===== config.mk =====
export PLATFORM = sky130hd
export DESIGN_NAME = proc_elem_pipe
export DESIGN_NICKNAME = d
export VERILOG_FILES = /design/src/rtl/pe_pkg.sv /design/src/rtl/pe_weight_buf.sv /design/src/rtl/proc_elem_pipe.sv
export SDC_FILE = /design/constraint.sdc
export NUM_CORES = 1
export LEC_CHECK = 0
export BUFFER_PORTS_ARGS = -buffer_cell sky130_fd_sc_hd__buf_4
export CAP_MARGIN = 5
export CORE_MARGIN = 10
export CORE_UTILIZATION = 30
export CTS_CLUSTER_DIAMETER = 50
export DETAILED_ROUTE_END_ITERATION = 12
export PLACE_DENSITY = 0.45
export SYNTH_ARGS = -nofsm -noshare
export SYNTH_HDL_FRONTEND = slang
export SYNTH_SLANG_ARGS = --single-unit

===== constraint.sdc =====
create_clock -name clk -period 4.7 [get_ports clk]
set_input_delay 0.705 -clock clk [delete_from_list [all_inputs] [get_ports clk]]
set_output_delay 0.705 -clock clk [all_outputs]
set_load 0.01 [all_outputs]

===== src/rtl/pe_pkg.sv =====
// Shared constants and helpers for the systolic processing element family.
// Optional saturation in proc_elem_pipe is selected with the PE_SAT_EN macro.
package pe_pkg;

    localparam int PE_DATA_W   = 8;
    localparam int PE_WEIGHT_W = 8;
    localparam int PE_ACC_W    = 24;
    localparam int PROD_W      = PE_DATA_W + PE_WEIGHT_W;

    // Largest representable value of a w-bit signed quantity.
    function automatic longint sat_max(input int unsigned w);
        return (64'sd1 <<< (w - 1)) - 64'sd1;
    endfunction

    // Smallest representable value of a w-bit signed quantity.
    function automatic longint sat_min(input int unsigned w);
        return -(64'sd1 <<< (w - 1));
    endfunction

endpackage


===== src/rtl/pe_weight_buf.sv =====
// Double-buffered weight: shadow register loaded from w_in, active register
// updated from the shadow on commit. Load+commit together bypasses w_in
// straight into the active register. Not gated by the pipeline enable.
module pe_weight_buf
    import pe_pkg::*;
#(
    parameter int WEIGHT_W = PE_WEIGHT_W
) (
    input  logic                clk,
    input  logic                rst_n,
    input  logic [WEIGHT_W-1:0] w_in,
    input  logic                w_load,
    input  logic                w_commit,
    output logic [WEIGHT_W-1:0] w_shadow,
    output logic [WEIGHT_W-1:0] w_act
);

    logic [WEIGHT_W-1:0] w_shadow_q, w_shadow_d;
    logic [WEIGHT_W-1:0] w_act_q, w_act_d;

    // Next shadow/active weight; commit takes the value the shadow is about to hold.
    always_comb begin
        w_shadow_d = w_shadow_q;
        w_act_d    = w_act_q;
        if (w_load) begin
            w_shadow_d = w_in;
        end
        if (w_commit) begin
            w_act_d = w_shadow_d;
        end
    end

    // Weight registers.
    always_ff @(posedge clk or negedge rst_n) begin
        if (!rst_n) begin
            w_shadow_q <= '0;
            w_act_q    <= '0;
        end else begin
            w_shadow_q <= w_shadow_d;
            w_act_q    <= w_act_d;
        end
    end

    assign w_shadow = w_shadow_q;
    assign w_act    = w_act_q;

endmodule


===== src/rtl/proc_elem_pipe.sv =====
// Pipelined systolic PE: y_out = y_in + w*x_in (2 cycles), x_out = x_in
// delayed X_DELAY cycles. Define PE_SAT_EN to clamp y_out instead of wrapping.
module proc_elem_pipe
    import pe_pkg::*;
#(
    parameter int DATA_W   = PE_DATA_W,
    parameter int WEIGHT_W = PE_WEIGHT_W,
    parameter int ACC_W    = PE_ACC_W,
    parameter int X_DELAY  = 1
) (
    input  logic                clk,
    input  logic                rst_n,
    input  logic                en,
    input  logic [DATA_W-1:0]   x_in,
    input  logic                x_valid_in,
    input  logic [ACC_W-1:0]    y_in,
    input  logic [WEIGHT_W-1:0] w_in,
    input  logic                w_load,
    input  logic                w_commit,
    output logic [DATA_W-1:0]   x_out,
    output logic                x_valid_out,
    output logic [ACC_W-1:0]    y_out,
    output logic                y_valid_out,
    output logic                sat_out
);

    localparam int PROD_W = DATA_W + WEIGHT_W;

    if (ACC_W < PROD_W) begin : g_bad_acc_w
        $error("proc_elem_pipe: ACC_W must be >= DATA_W+WEIGHT_W");
    end
    if (X_DELAY < 1 || X_DELAY > 4) begin : g_bad_x_delay
        $error("proc_elem_pipe: X_DELAY must be in 1..4");
    end

    logic [WEIGHT_W-1:0] w_shadow;
    logic [WEIGHT_W-1:0] w_act;

    pe_weight_buf #(
        .WEIGHT_W (WEIGHT_W)
    ) u_wbuf (
        .clk      (clk),
        .rst_n    (rst_n),
        .w_in     (w_in),
        .w_load   (w_load),
        .w_commit (w_commit),
        .w_shadow (w_shadow),
        .w_act    (w_act)
    );

    // Shadow is only observed by the array loader; nothing here consumes it.
    logic unused_shadow;
    assign unused_shadow = ^w_shadow;

    // ---------------- x passthrough ----------------
    logic [X_DELAY-1:0] xv_q, xv_d;
    logic [DATA_W-1:0]  xd_q [X_DELAY];
    logic [DATA_W-1:0]  xd_d [X_DELAY];

    // Shift {valid, data} one place per enabled cycle; data moves only with valid.
    always_comb begin
        xv_d = xv_q;
        xd_d = xd_q;
        if (en) begin
            xv_d[0] = x_valid_in;
            if (x_valid_in) begin
                xd_d[0] = x_in;
            end
            for (int unsigned i = 1; i < X_DELAY; i++) begin
                xv_d[i] = xv_q[i-1];
                if (xv_q[i-1]) begin
                    xd_d[i] = xd_q[i-1];
                end
            end
        end
    end

    // x delay line registers.
    always_ff @(posedge clk or negedge rst_n) begin
        if (!rst_n) begin
            xv_q <= '0;
            for (int unsigned i = 0; i < X_DELAY; i++) begin
                xd_q[i] <= '0;
            end
        end else begin
            xv_q <= xv_d;
            xd_q <= xd_d;
        end
    end

    assign x_out       = xd_q[X_DELAY-1];
    assign x_valid_out = xv_q[X_DELAY-1];

    // ---------------- MAC pipeline ----------------
    logic                     v1_q, v1_d;
    logic signed [PROD_W-1:0] p1_q, p1_d;
    logic signed [ACC_W-1:0]  y1_q, y1_d;
    logic                     yv_q, yv_d;
    logic signed [ACC_W-1:0]  yo_q, yo_d;
`ifdef PE_SAT_EN
    logic                     sat_q, sat_d;
    logic signed [ACC_W:0]    sum_w;
`endif

    // Stage 1 multiplies with the active weight; stage 2 accumulates.
    always_comb begin
        v1_d = v1_q;
        p1_d = p1_q;
        y1_d = y1_q;
        yv_d = yv_q;
        yo_d = yo_q;
`ifdef PE_SAT_EN
        sat_d = sat_q;
        sum_w = (ACC_W+1)'(y1_q) + (ACC_W+1)'(p1_q);
`endif
        if (en) begin
            v1_d = x_valid_in;
            if (x_valid_in) begin
                p1_d = PROD_W'($signed(x_in)) * PROD_W'($signed(w_act));
                y1_d = $signed(y_in);
            end
            yv_d = v1_q;
`ifdef PE_SAT_EN
            sat_d = 1'b0;
            if (v1_q) begin
                if (longint'(sum_w) > sat_max(ACC_W)) begin
                    yo_d  = ACC_W'(sat_max(ACC_W));
                    sat_d = 1'b1;
                end else if (longint'(sum_w) < sat_min(ACC_W)) begin
                    yo_d  = ACC_W'(sat_min(ACC_W));
                    sat_d = 1'b1;
                end else begin
                    yo_d = ACC_W'(sum_w);
                end
            end
`else
            if (v1_q) begin
                yo_d = y1_q + ACC_W'(p1_q);
            end
`endif
        end
    end

    // Pipeline registers.
    always_ff @(posedge clk or negedge rst_n) begin
        if (!rst_n) begin
            v1_q <= 1'b0;
            p1_q <= '0;
            y1_q <= '0;
            yv_q <= 1'b0;
            yo_q <= '0;
`ifdef PE_SAT_EN
            sat_q <= 1'b0;
`endif
        end else begin
            v1_q <= v1_d;
            p1_q <= p1_d;
            y1_q <= y1_d;
            yv_q <= yv_d;
            yo_q <= yo_d;
`ifdef PE_SAT_EN
            sat_q <= sat_d;
`endif
        end
    end

    assign y_out       = yo_q;
    assign y_valid_out = yv_q;
`ifdef PE_SAT_EN
    assign sat_out = sat_q;
`else
    assign sat_out = 1'b0;
`endif

endmodule


==> impl_results.md, run 1 <==
* Total CTS buffers at 9
* Post-CTS setup buffers at 0
* Yosys reg bits at 90
* Final clock skew at around 0.0078 ns
* Core Rows at 55
* Nature of the critical path endpoint: flop
* CP startpoint kind: flop
* CTS tree: done
* Fin crit period at 4.415 ns
* IO buf count at slightly below 80
* CP max FO at 9
* Vias in the first global route at 5,299
* Syn Nets at 827
* Worst R2R Setup Slack at roughly 0.29 ns
* Via density at approximately 4.6
* First-pass GRT wire length at between 20 and 30 mm
* Final hold violations at 0
* DR DRC count at 0
* Final WL at roughly 16 mm
* Root Buffer: clkbuf_16
* # IOs at between 80 and 90
* Post-synthesis sequential area ratio at 0.3248
* Most frequent cells in the layout: buf_4, dfrtp_1, inv_1
* Max_cap viols at 0
* HPWL Detailed at 12.45 mm
* Initial DRC count at 205
* Grt total ovfl at 0
* CP cell instances: nand2_1, fa_1, inv_1, fa_1, fa_1, inv_1, fa_1, inv_1, ha_1, a21oi_1, nor2b_1, o21ai_0, o211ai_1, a31oi_1, xnor2_1, o21ai_1
* R2r startpoint: u_wbuf.w_act[2]
* Clock Sinks at 90
* Critical path class: reg -> reg
* Top FF cell, synth: dfrtp_1
* RSZ-0062 raised after global routing: false
* Worst Reg-to-Reg Cells at 16
* FF/Latch Area at 0.002252 sq mm
* Post-CTS Resized at 0
* Status: completed
* Pre-antenna DRT Iters at 4
* Routed len/inst at ~15 um
* Crit share post-route at 0.9393
* Worst relative slew slack at 0.5507
* F_max at about 230 MHz
* Pin count of the biggest net entering global routing at between 50 and 60
* Synth async-reset ratio at 1.000
* Mapped Cells at ~670
* Post-synth EDFFs at 0
* Worst vdd ir at 307.5 uV
* Clock transition at path regs at 0.07 ns
* Routability Congestion at 0.8402
* Cells after DPL at 1,031
* Multi-input logic area at roughly 0.0043 sq mm
* Number of diodes at 0
* Synthesized area at a little under 0.007 sq mm
* Final TNS setup at 0 ns
* Slew Viols, Final at 0
* FILL cells at about 2,300
* Via count at 4,819
* Fin cells at between 1,000 and 1,500
* CTS HTree Levels at 3
* # setup viols final at 0
* WP data arrival at approximately 4.6 ns
* Final #Nets at around 910
* Hold/Removal Path Class: in -> async
* Insertion delay to the later sink of the worst-skew pair at between 0.3 and 0.4 ns
* Die Span X at 172.0 um
* Mean Syn Cell Area at 10.30 sq um
* CP max stage delay at around 0.56 ns
* Longest Clk Path Bufs at 2
* Post-route ant nets at 0
* Yosys warns at 0
* Yosys cell types at 53
* Starting Density at 0.3053
* LEAKAGE at 3.900 nW
* Pwr Density at approximately 680 mW/mm^2
* R2R Path End: p1_q[15]
* Worst-Margin Slew at about 0.67 ns
* Full die area at between 0.02 and 0.03 sq mm
* CORE AREA at roughly 0.023 sq mm
* Share of cells above drive strength 1 at 0.2283
* Worst Path Required at between 4 and 5 ns
* Post-CTS Hold Fix Bufs at 0
* Initial antenna violation count at 0
* Most Frequent Cell on Critical Path: fa_1
* Die Y-Extent at between 150 and 200 um
* GRT Util Overall at 0.1124
* Slowest CP cell: fa_1
* Area delta synth->final at 18.66%
-- worst max-delay path: cells and delay by family, from the launching register on --
kind / cells / cell delay, ns
AOI/OAI and AO/OA: 5 / 0.81
xor gates and xnor gates: 1 / 0.14
adders and majority gates: 5 / 2.42
buffers and inverters: 3 / 0.14
DFF: 1 / 0.52
and+or+nand+nor: 2 / 0.25
-- worst max path at each step --
stage	depth (start not counted)	slack, ns	startpoint	endpoint
after floorplan	15	0.26	x_in[0]	p1_q[12]
after global placement	16	0.03	x_in[0]	p1_q[12]
after detailed placement	16	0.001	x_in[0]	p1_q[12]
after CTS	16	0.24	u_wbuf.w_act[2]	p1_q[15]
after global routing	16	0.001	u_wbuf.w_act[2]	p1_q[15]
final	16	0.29	u_wbuf.w_act[2]	p1_q[15]
-- power by group --
| part | switching, W | internal (W) |
|---|---|---|
| Combinational | 0.00191 | 0.00170 |
| Sequential | 0.000165 | 0.000999 |
| Clock | 0.000326 | 0.000484 |
| Total | 0.00240 | 0.00318 |
-- cell families (layout without fill, tap and decap cells) --
kind of cell             after synthesis  count (layout)  share of synthesized area
AND/OR/NAND/NOR                      162             162                     0.1144
AO/OA/AOI/OAI                        122             122                     0.1202
adder cells (fa/ha/maj)              108             108                     0.2555
buffers and inverters                106             195                    0.05810
flip-flops                            90              90                     0.3248
multiplexers                          56              56                    0.09112
XOR/XNOR                              28              28                    0.03537
other                                  1               1                  0.0005408
-- cells in the mapped netlist, drive strengths merged, types with 5 or more instances --
cell	number	share of area
clkbuf	15	0.0081
mux2	54	0.088
o21a	10	0.011
nor2b	7	0.0063
nand3	9	0.0065
ha	52	0.094
nand2	67	0.036
a211oi	6	0.0079
nor3	10	0.0072
a21oi	22	0.018
nand2b	5	0.0045
o21ai	40	0.030
and2	39	0.035
xnor2	15	0.019
o211ai	7	0.0083
dfrtp	90	0.32
o31ai	6	0.0079
inv	89	0.048
fa	56	0.16
xor2	13	0.016
a21o	12	0.013
nor2	15	0.0081
-- per-stage QoR --
stage / setup WS [ns] / utilization / power, W / hold WS (ns) / instance area, sq um
after global routing: 0.001455 / 0.3623 / 0.006242 / 0.4390 / 8228
after global placement: 0.02539 / 0.3479 / 0.004793 / 0.4704 / 7900
after detailed placement: 0.0009779 / 0.3479 / 0.004824 / 0.4714 / 7900
after CTS: 0.2421 / 0.3623 / 0.005679 / 0.4074 / 8228
final: 0.2853 / 0.3623 / 0.005582 / 0.3867 / 8228
after floorplan: 0.2570 / - / 0.003821 / 0.4094 / 6934
-- layer usage --
metal / vias to the layer above / GRT usage / routed length [um]
met3: 11 / 0.03169 / 833
met2: 96 / 0.1774 / 6901
met5: - / 0 / 0
met1: 2300 / 0.1488 / 7696
li1: 2412 / - / -
met4: 0 / 0.02699 / 179
-- registers in the layout (all words and copies together) (netlist names) --
signal and count:
y1_q 24, v1_q 1, p1_q 16, y_valid_out 1, u_wbuf.w_act 8, u_wbuf.w_shadow 8, x_out 8, y_out 24
-- cell type report --
cell class | count | area share
Clock buffer | 11 | 0.02950
Multi-Input combinational cell | 477 | 0.5204
Tap cell | 285 | 0.04334
Inverter | 89 | 0.04060
Sequential cell | 90 | 0.2737
Clock inverter | 5 | 0.01034
Timing Repair Buffer | 90 | 0.08212
(Power assumes the default switching activity.)
==> inputs of run 2 (changes only) <==
--- a/config.mk
+++ b/config.mk
@@ -5,13 +5,15 @@
 export SDC_FILE = /design/constraint.sdc
 export NUM_CORES = 1
 export LEC_CHECK = 0
+export ABC_AREA = 1
 export BUFFER_PORTS_ARGS = -buffer_cell sky130_fd_sc_hd__buf_4
 export CAP_MARGIN = 5
 export CORE_MARGIN = 10
 export CORE_UTILIZATION = 30
 export CTS_CLUSTER_DIAMETER = 50
+export CTS_CLUSTER_SIZE = 28
 export DETAILED_ROUTE_END_ITERATION = 12
-export PLACE_DENSITY = 0.45
+export PLACE_DENSITY = 0.44
 export SYNTH_ARGS = -nofsm -noshare
 export SYNTH_HDL_FRONTEND = slang
 export SYNTH_SLANG_ARGS = --single-unit
==> run 2 against run 1 <==
Wire length is 24% higher. Fmax up 1.5%. Largest cell class unchanged. Clock power fell by 7.7%. Critical endpoint is now p1_q[12]. Worst hold slack improved by 0.050 ns. Critical path depth unchanged. Non-clock buffer count decreased by 4. Synthesized cell count rose by 58%.
==> impl_results.md, run 2 <==
* Status: completed (unchanged)
* Pwr Density at 606.1 mW/mm^2 (was 678.4 mW/mm^2)
* Top FF cell, synth: dfrtp_1 (unchanged)
* Gate power share at 0.652 (was 0.646)
* Post-CTS setup buffers at 0 (unchanged)
* Buf/Inv on CP at 4 (was 3)
* Max_cap viols at 0 (unchanged)
* Yosys warns at 0 (unchanged)
* RSZ-0062 raised after global routing: false (unchanged)
* Synth async-reset ratio at 1.000 (unchanged)
* Mapped Cells at 1,066 (was 673)
* Post-CTS Hold Fix Bufs at 0 (unchanged)
* Hold WS at 0.4371 ns (was 0.3867 ns)
* Final TNS setup at 0 ns (unchanged)
* Post-Route Utilization at 0.3542 (was 0.3623)
* Fin cells at 1,464 (was 1,047)
* Routability Congestion at 0.8347 (was 0.8402)
* Worst R2R Setup Slack at 0.35 ns (was 0.29 ns)
* Crit share post-route at 0.9251 (was 0.9393)
* Most common cell after layout, fill and taps aside: nand2_1
* Most frequent cells in the layout: nand2_1, inv_1, dfrtp_1 (was buf_4, dfrtp_1, inv_1)
* Slew Viols, Final at 0 (unchanged)
* Clock transition at path regs at 0.08 ns (was 0.07 ns)
* CP startpoint kind: flop (unchanged)
* Hold/Removal Path Class: in -> async (unchanged)
* Initial DRC count at 294 (was 205)
* Critical path class: reg -> reg (unchanged)
* Sw frac at 0.4759 (was 0.4299)
* Fin crit period at 4.348 ns (was 4.415 ns)
* Post-route ant nets at 0 (unchanged)
* Via count at 6,372 (was 4,819)
* Crit-path leading delay family: adder cells (unchanged)
* Yosys cell types at 30 (was 53)
* Area delta synth->final at 15.70% (was 18.66%)
* Mean Syn Cell Area at 7.253 sq um (was 10.30 sq um)
* WP data arrival at 4.56 ns (was 4.63 ns)
* LEAKAGE at 5.151 nW (was 3.900 nW)
* CTS HTree Levels at 3 (unchanged)
* First-pass GRT wire length at 33.89 mm (was 26.72 mm)
* Most frequent cell after synthesis: nand2_1 (was dfrtp_1)
* Grt total ovfl at 0 (unchanged)
* # setup viols final at 0 (unchanged)
* Slowest CP cell: fa_1 (unchanged)
* Full die area at 0.03259 sq mm (was 0.02959 sq mm)
* FILL cells at 2,797 (was 2,334)
* CORE AREA at 0.02525 sq mm (was 0.02271 sq mm)
* Worst-Margin Slew at 0.9288 ns (was 0.6739 ns)
* Root Buffer: clkbuf_16 (unchanged)
* Syn Nets at 1,220 (was 827)
* Starting Density at 0.3061 (was 0.3053)
* F_max at 230.0 MHz (was 226.5 MHz)
* Vias in the first global route at 6,749 (was 5,299)
* # IOs at 81 (unchanged)
* Die Span X at 180.5 um (was 172.0 um)
* Clock share of power at 0.138 (was 0.145)
* Core Rows at 58 (was 55)
* Post-synth EDFFs at 0 (unchanged)
* P_sw at 0.002580 W (was 0.002400 W)
* Sequential Power Share at 0.210 (was 0.209)
* Initial antenna violation count at 0 (unchanged)
* Post-synth top cells: nand2_1, inv_1, dfrtp_1 (was dfrtp_1, inv_1, nand2_1)
* Final hold violations at 0 (unchanged)
* IO buf count at 79 (unchanged)
* HPWL Detailed at 15.71 mm (was 12.45 mm)
* Insertion delay to the later sink of the worst-skew pair at 0.36 ns (was 0.35 ns)
* Nature of the critical path endpoint: flop (unchanged)
* DR DRC count at 0 (unchanged)
* Final WL at 19.42 mm (was 15.61 mm)
* CP max FO at 8 (was 9)
* Multi-input logic area at 0.004522 sq mm (was 0.004282 sq mm)
* Routed len/inst at 13.27 um (was 14.91 um)
* Synthesized area at 0.007731 sq mm (was 0.006934 sq mm)
* Clock Sinks at 90 (unchanged)
* Pre-antenna DRT Iters at 4 (unchanged)
* Synth area leader: dfrtp_1 (unchanged)
* Number of diodes at 0 (unchanged)
* Post-CTS Resized at 0 (unchanged)
* Yosys reg bits at 90 (unchanged)
* Worst Path Required at 4.91 ns (was 4.92 ns)
* Cells after DPL at 1,449 (was 1,031)
* Final #Nets at 1,284 (was 911)
* CP cell instances: inv_1, or2_2, fa_1, fa_1, inv_1, fa_1, inv_1, fa_1, inv_1, ha_1, a21oi_1, o21ai_1, nand2_1, nand2_1, xnor2_1, o21ai_1 (was nand2_1, fa_1, inv_1, fa_1, fa_1, inv_1, fa_1, inv_1, ha_1, a21oi_1, nor2b_1, o21ai_0, o211ai_1, a31oi_1, xnor2_1, o21ai_1)
* Via density at 4.352 (was 4.603)
* CP max stage delay at 0.55 ns (was 0.56 ns)
* Share of cells above drive strength 1 at 0.1164 (was 0.2283)
* Final Power at 0.005421 W (was 0.005582 W)
* Die Y-Extent at 180.5 um (was 172.0 um)
* CTS tree: done (unchanged)
* Longest Clk Path Bufs at 2 (unchanged)
* Power Internal at 0.002841 W (was 0.003182 W)
* Total CTS buffers at 9 (unchanged)
* Worst relative slew slack at 0.3793 (was 0.5507)
* GRT Util Overall at 0.1252 (was 0.1124)
* Worst vdd ir at 419.0 uV (was 307.5 uV)
* FF/Latch Area at 0.002252 sq mm (unchanged)
* Post-synth top area share at 0.2913 (was 0.3248)
* Post-synthesis sequential area ratio at 0.2913 (was 0.3248)
* Top cells by area, synth: dfrtp_1, nand2_1, fa_1 (was dfrtp_1, fa_1, ha_1)
* Pin count of the biggest net entering global routing at 58 (was 54)
* Final clock skew at 0.01580 ns (was 0.007783 ns)
[run 2: cell types whose count changed after synthesis, sizes merged, moves of 9 or more]
cell	change
clkbuf	+12
o21ai	-13
nand3	+34
a21o	-12
and2	-39
nor2	+30
nor3	-10
nand2	+357
inv	+131
o21a	-9
xor2	-9
mux2	-40
[run 2: final timing paths]
kind                                 startpoint                 end  depth (start not counted)
min in group clk                      y_out[13]           y_out[13]                          2
worst min-delay path                      rst_n  u_wbuf.w_shadow[2]                          1
worst min register to register        y_out[13]           y_out[13]                          2
worst max register to register  u_wbuf.w_act[7]            p1_q[12]                         16
worst max-delay path            u_wbuf.w_act[7]            p1_q[12]                         16
max in group asynchronous                 rst_n             y1_q[8]                          2
[run 2: per-layer routing]
layer / global-route usage / up-vias / wire length (um)
li1: - / 3289 / -
met1: 0.1606 / 2993 / 9361
met2: 0.2116 / 74 / 9181
met3: 0.01707 / 16 / 553
met4: 0.04167 / 0 / 327
met5: 0 / - / 0
[run 2: area by class of cell]
class	count	share of cell area
Clock buffer	12	0.02756
Inverter	220	0.09232
Multi-Input combinational cell	723	0.5055
Sequential cell	90	0.2518
Clock inverter	3	0.004476
Timing Repair Buffer	86	0.07218
Tap cell	330	0.04616
[run 2: cells by family after synthesis]
group                      share of synthesized area
buffers and inverters                         0.1241
other                                      0.0004850
AOI/OAI and AO/OA                            0.03690
and+or+nand+nor                               0.2772
muxes                                        0.02039
DFF                                           0.2913
xor gates and xnor gates                     0.02039
adders and majority gates                     0.2292
[run 2: power by group through the flow]
stage	Combinational [W]	Sequential, W	Clock (W)
floorplan	0.00266	0.00115	0
global placement	0.00360	0.00115	0
detailed placement	0.00359	0.00116	0
CTS	0.00361	0.00114	0.000780
global route	0.00420	0.00117	0.000802
finish	0.00354	0.00114	0.000748
[run 2: per-stage QoR]
step,setup WS (ns),instance area (sq um)
4_1_cts,0.3121,8945
2_1_floorplan,0.2234,7731
3_3_place_gp,0.1300,8658
5_1_grt,0.04385,8945
6_report,0.3519,8945
3_5_place_dp,0.09486,8658
==> inputs of run 3 (changes only) <==
--- a/config.mk
+++ b/config.mk
@@ -13,7 +13,7 @@
 export CTS_CLUSTER_DIAMETER = 50
 export CTS_CLUSTER_SIZE = 28
 export DETAILED_ROUTE_END_ITERATION = 12
-export PLACE_DENSITY = 0.44
+export PLACE_DENSITY = 0.46
 export SYNTH_ARGS = -nofsm -noshare
 export SYNTH_HDL_FRONTEND = slang
 export SYNTH_SLANG_ARGS = --single-unit
==> constraint.sdc (replaced) <==
create_clock -name clk -period 4 [get_ports clk]
set_input_delay 0.6 -clock clk [delete_from_list [all_inputs] [get_ports clk]]
set_output_delay 0.6 -clock clk [all_outputs]
set_load 0.01 [all_outputs]
==> run 3 against run 2 <==
Via count rose by 2.3%. Combinational power rose by 55%. Die area did not move. Sequential cell count did not move. First-iteration DRC count rose by 3.7%. Non-clock buffer count rose by 51. Fmax rose by 11%. Worst hold slack got worse by 0.052 ns. Design area rose by 7.1%.
==> impl_results.md, run 3 (synthesized netlist as in run 2, its figures left out) <==
* Starting Density at 0.3061 (unchanged)
* Clock Sinks at 90 (unchanged)
* Core Rows at 58 (unchanged)
* Clock share of power at 0.105 (was 0.138)
* CTS tree: done (unchanged)
* LEAKAGE at 5.400 nW (was 5.151 nW)
* # setup viols final at 0 (unchanged)
* Hold WS at 0.3848 ns (was 0.4371 ns)
* Vias in the first global route at 6,877 (was 6,749)
* Root Buffer: clkbuf_16 (unchanged)
* Final clock skew at 0.007619 ns (was 0.01580 ns)
* Via density at 4.301 (was 4.352)
* Power Internal at 0.004125 W (was 0.002841 W)
* Slew Viols, Final at 0 (unchanged)
* # IOs at 81 (unchanged)
* Initial DRC count at 305 (was 294)
* Post-route ant nets at 0 (unchanged)
* Die Span X at 180.5 um (unchanged)
* Worst R2R Setup Slack at 0.09 ns (was 0.35 ns)
* Crit share post-route at 0.9765 (was 0.9251)
* Pin count of the biggest net entering global routing at 69 (was 58)
* Fin crit period at 3.906 ns (was 4.348 ns)
* Pwr Density at 796.3 mW/mm^2 (was 606.1 mW/mm^2)
* Multi-input logic area at 0.004772 sq mm (was 0.004522 sq mm)
* Clock transition at path regs at 0.07 ns (was 0.08 ns)
* P_sw at 0.003506 W (was 0.002580 W)
* FILL cells at 2,724 (was 2,797)
* WP data arrival at 4.12 ns (was 4.56 ns)
* Final WL at 19.57 mm (was 19.42 mm)
* Hold/Removal Path Class: in -> async (unchanged)
* RSZ-0062 raised after global routing: true (was false)
* Post-Route Utilization at 0.3795 (was 0.3542)
* Routed len/inst at 12.91 um (was 13.27 um)
* Worst Path Required at 4.22 ns (was 4.91 ns)
* First-pass GRT wire length at 33.70 mm (was 33.89 mm)
* Grt total ovfl at 0 (unchanged)
* Insertion delay to the later sink of the worst-skew pair at 0.35 ns (was 0.36 ns)
* CORE AREA at 0.02525 sq mm (unchanged)
* GRT Util Overall at 0.1244 (was 0.1252)
* Worst relative slew slack at 0.3943 (was 0.3793)
* CP max FO at 6 (was 8)
* FF/Latch Area at 0.002260 sq mm (was 0.002252 sq mm)
* Final Power at 0.007631 W (was 0.005421 W)
* Via count at 6,520 (was 6,372)
* Initial antenna violation count at 0 (unchanged)
* IO buf count at 79 (unchanged)
* Most frequent cells in the layout: nand2_1, inv_1, buf_4 (was nand2_1, inv_1, dfrtp_1)
* Die Y-Extent at 180.5 um (unchanged)
* CTS HTree Levels at 3 (unchanged)
* Most common cell after layout, fill and taps aside: nand2_1 (unchanged)
* Gate power share at 0.721 (was 0.652)
* Nature of the critical path endpoint: flop (unchanged)
* Share of cells above drive strength 1 at 0.2007 (was 0.1164)
* Sequential Power Share at 0.174 (was 0.210)
* Post-CTS Hold Fix Bufs at 0 (unchanged)
* Max_cap viols at 0 (unchanged)
* Fin cells at 1,516 (was 1,464)
* Longest Clk Path Bufs at 2 (unchanged)
* Status: completed (unchanged)
* Sw frac at 0.4594 (was 0.4759)
* Number of diodes at 0 (unchanged)
* Full die area at 0.03259 sq mm (unchanged)
* Final #Nets at 1,335 (was 1,284)
* Cells after DPL at 1,493 (was 1,449)
* Pre-antenna DRT Iters at 5 (was 4)
* Total CTS buffers at 9 (unchanged)
* Worst vdd ir at 514.5 uV (was 419.0 uV)
* CP startpoint kind: flop (unchanged)
* Final hold violations at 0 (unchanged)
* Area delta synth->final at 23.95% (was 15.70%)
* F_max at 256.0 MHz (was 230.0 MHz)
* HPWL Detailed at 15.85 mm (was 15.71 mm)
* Routability Congestion at 0.8275 (was 0.8347)
* Worst-Margin Slew at 0.9086 ns (was 0.9288 ns)
* Critical path class: reg -> reg (unchanged)
* DR DRC count at 0 (unchanged)
==> run 3: what timing repair did <==
action                                  in CTS  in global routing
pin swaps                                    0                 29
resized for setup                            3                 44
endpoints found under the setup margin       4                  9
cloned                                       0                  0
buffers inserted                             0                  7
==> run 3: routing by layer <==
layer | global-route usage | part of all wire
met5 | 0 | 0
met4 | 0.04265 | 0.015
met3 | 0.01526 | 0.023
met2 | 0.2086 | 0.47
met1 | 0.1614 | 0.49
==> run 3: worst paths after layout <==
path | from | to | depth (start not counted)
max | u_wbuf.w_act[3] | p1_q[12] | 17
min | rst_n | x_out[6] | 1
max reg2reg | u_wbuf.w_act[3] | p1_q[12] | 17
min reg2reg | y_out[12] | y_out[12] | 2
max in group asynchronous | rst_n | y1_q[18] | 2
min in group clk | y_in[20] | y1_q[20] | 3
==> run 3: power by group through the flow <==
stage | sequential, W | clock [W] | combinational [W]
2_1_floorplan | 0.00135 | 0 | 0.00352
3_3_place_gp | 0.00134 | 0 | 0.00514
3_5_place_dp | 0.00135 | 0 | 0.00515
4_1_cts | 0.00133 | 0.000835 | 0.00519
5_1_grt | 0.00136 | 0.000872 | 0.00633
6_report | 0.00133 | 0.000801 | 0.00550
==> run 3: layout make-up <==
class | instances | share of cell area
multi-input combinational | 723 | 0.4980
sequential | 90 | 0.2358
timing repair buffer | 137 | 0.1094
inverter | 220 | 0.08617
tap | 330 | 0.04309
clock buffer | 11 | 0.02429
clock inverter | 5 | 0.003264
==> run 3: stage by stage <==
step           area, sq um  setup TNS, ns  setup WS (ns)
2_1_floorplan         7881       -0.03539       -0.03012
3_3_place_gp          9116         -1.297        -0.2051
3_5_place_dp          9116         -1.503        -0.2557
4_1_cts               9385              0        0.02720
5_1_grt               9583        -0.2983       -0.09107
6_report              9583              0        0.09382
==> run 3: critical path: stages (launching register included) <==
cell and delay [ns]:
dfrtp_2 0.46, nand2_2 0.12, inv_2 0.05, fa_2 0.60, inv_2 0.07, fa_1 0.49
inv_2 0.04, fa_1 0.49, inv_2 0.04, fa_1 0.54, inv_2 0.05, ha_4 0.30
nand2_4 0.06, nor2_1 0.14, nor2_2 0.06, nand2_1 0.08, xnor2_1 0.12, o21ai_1 0.07
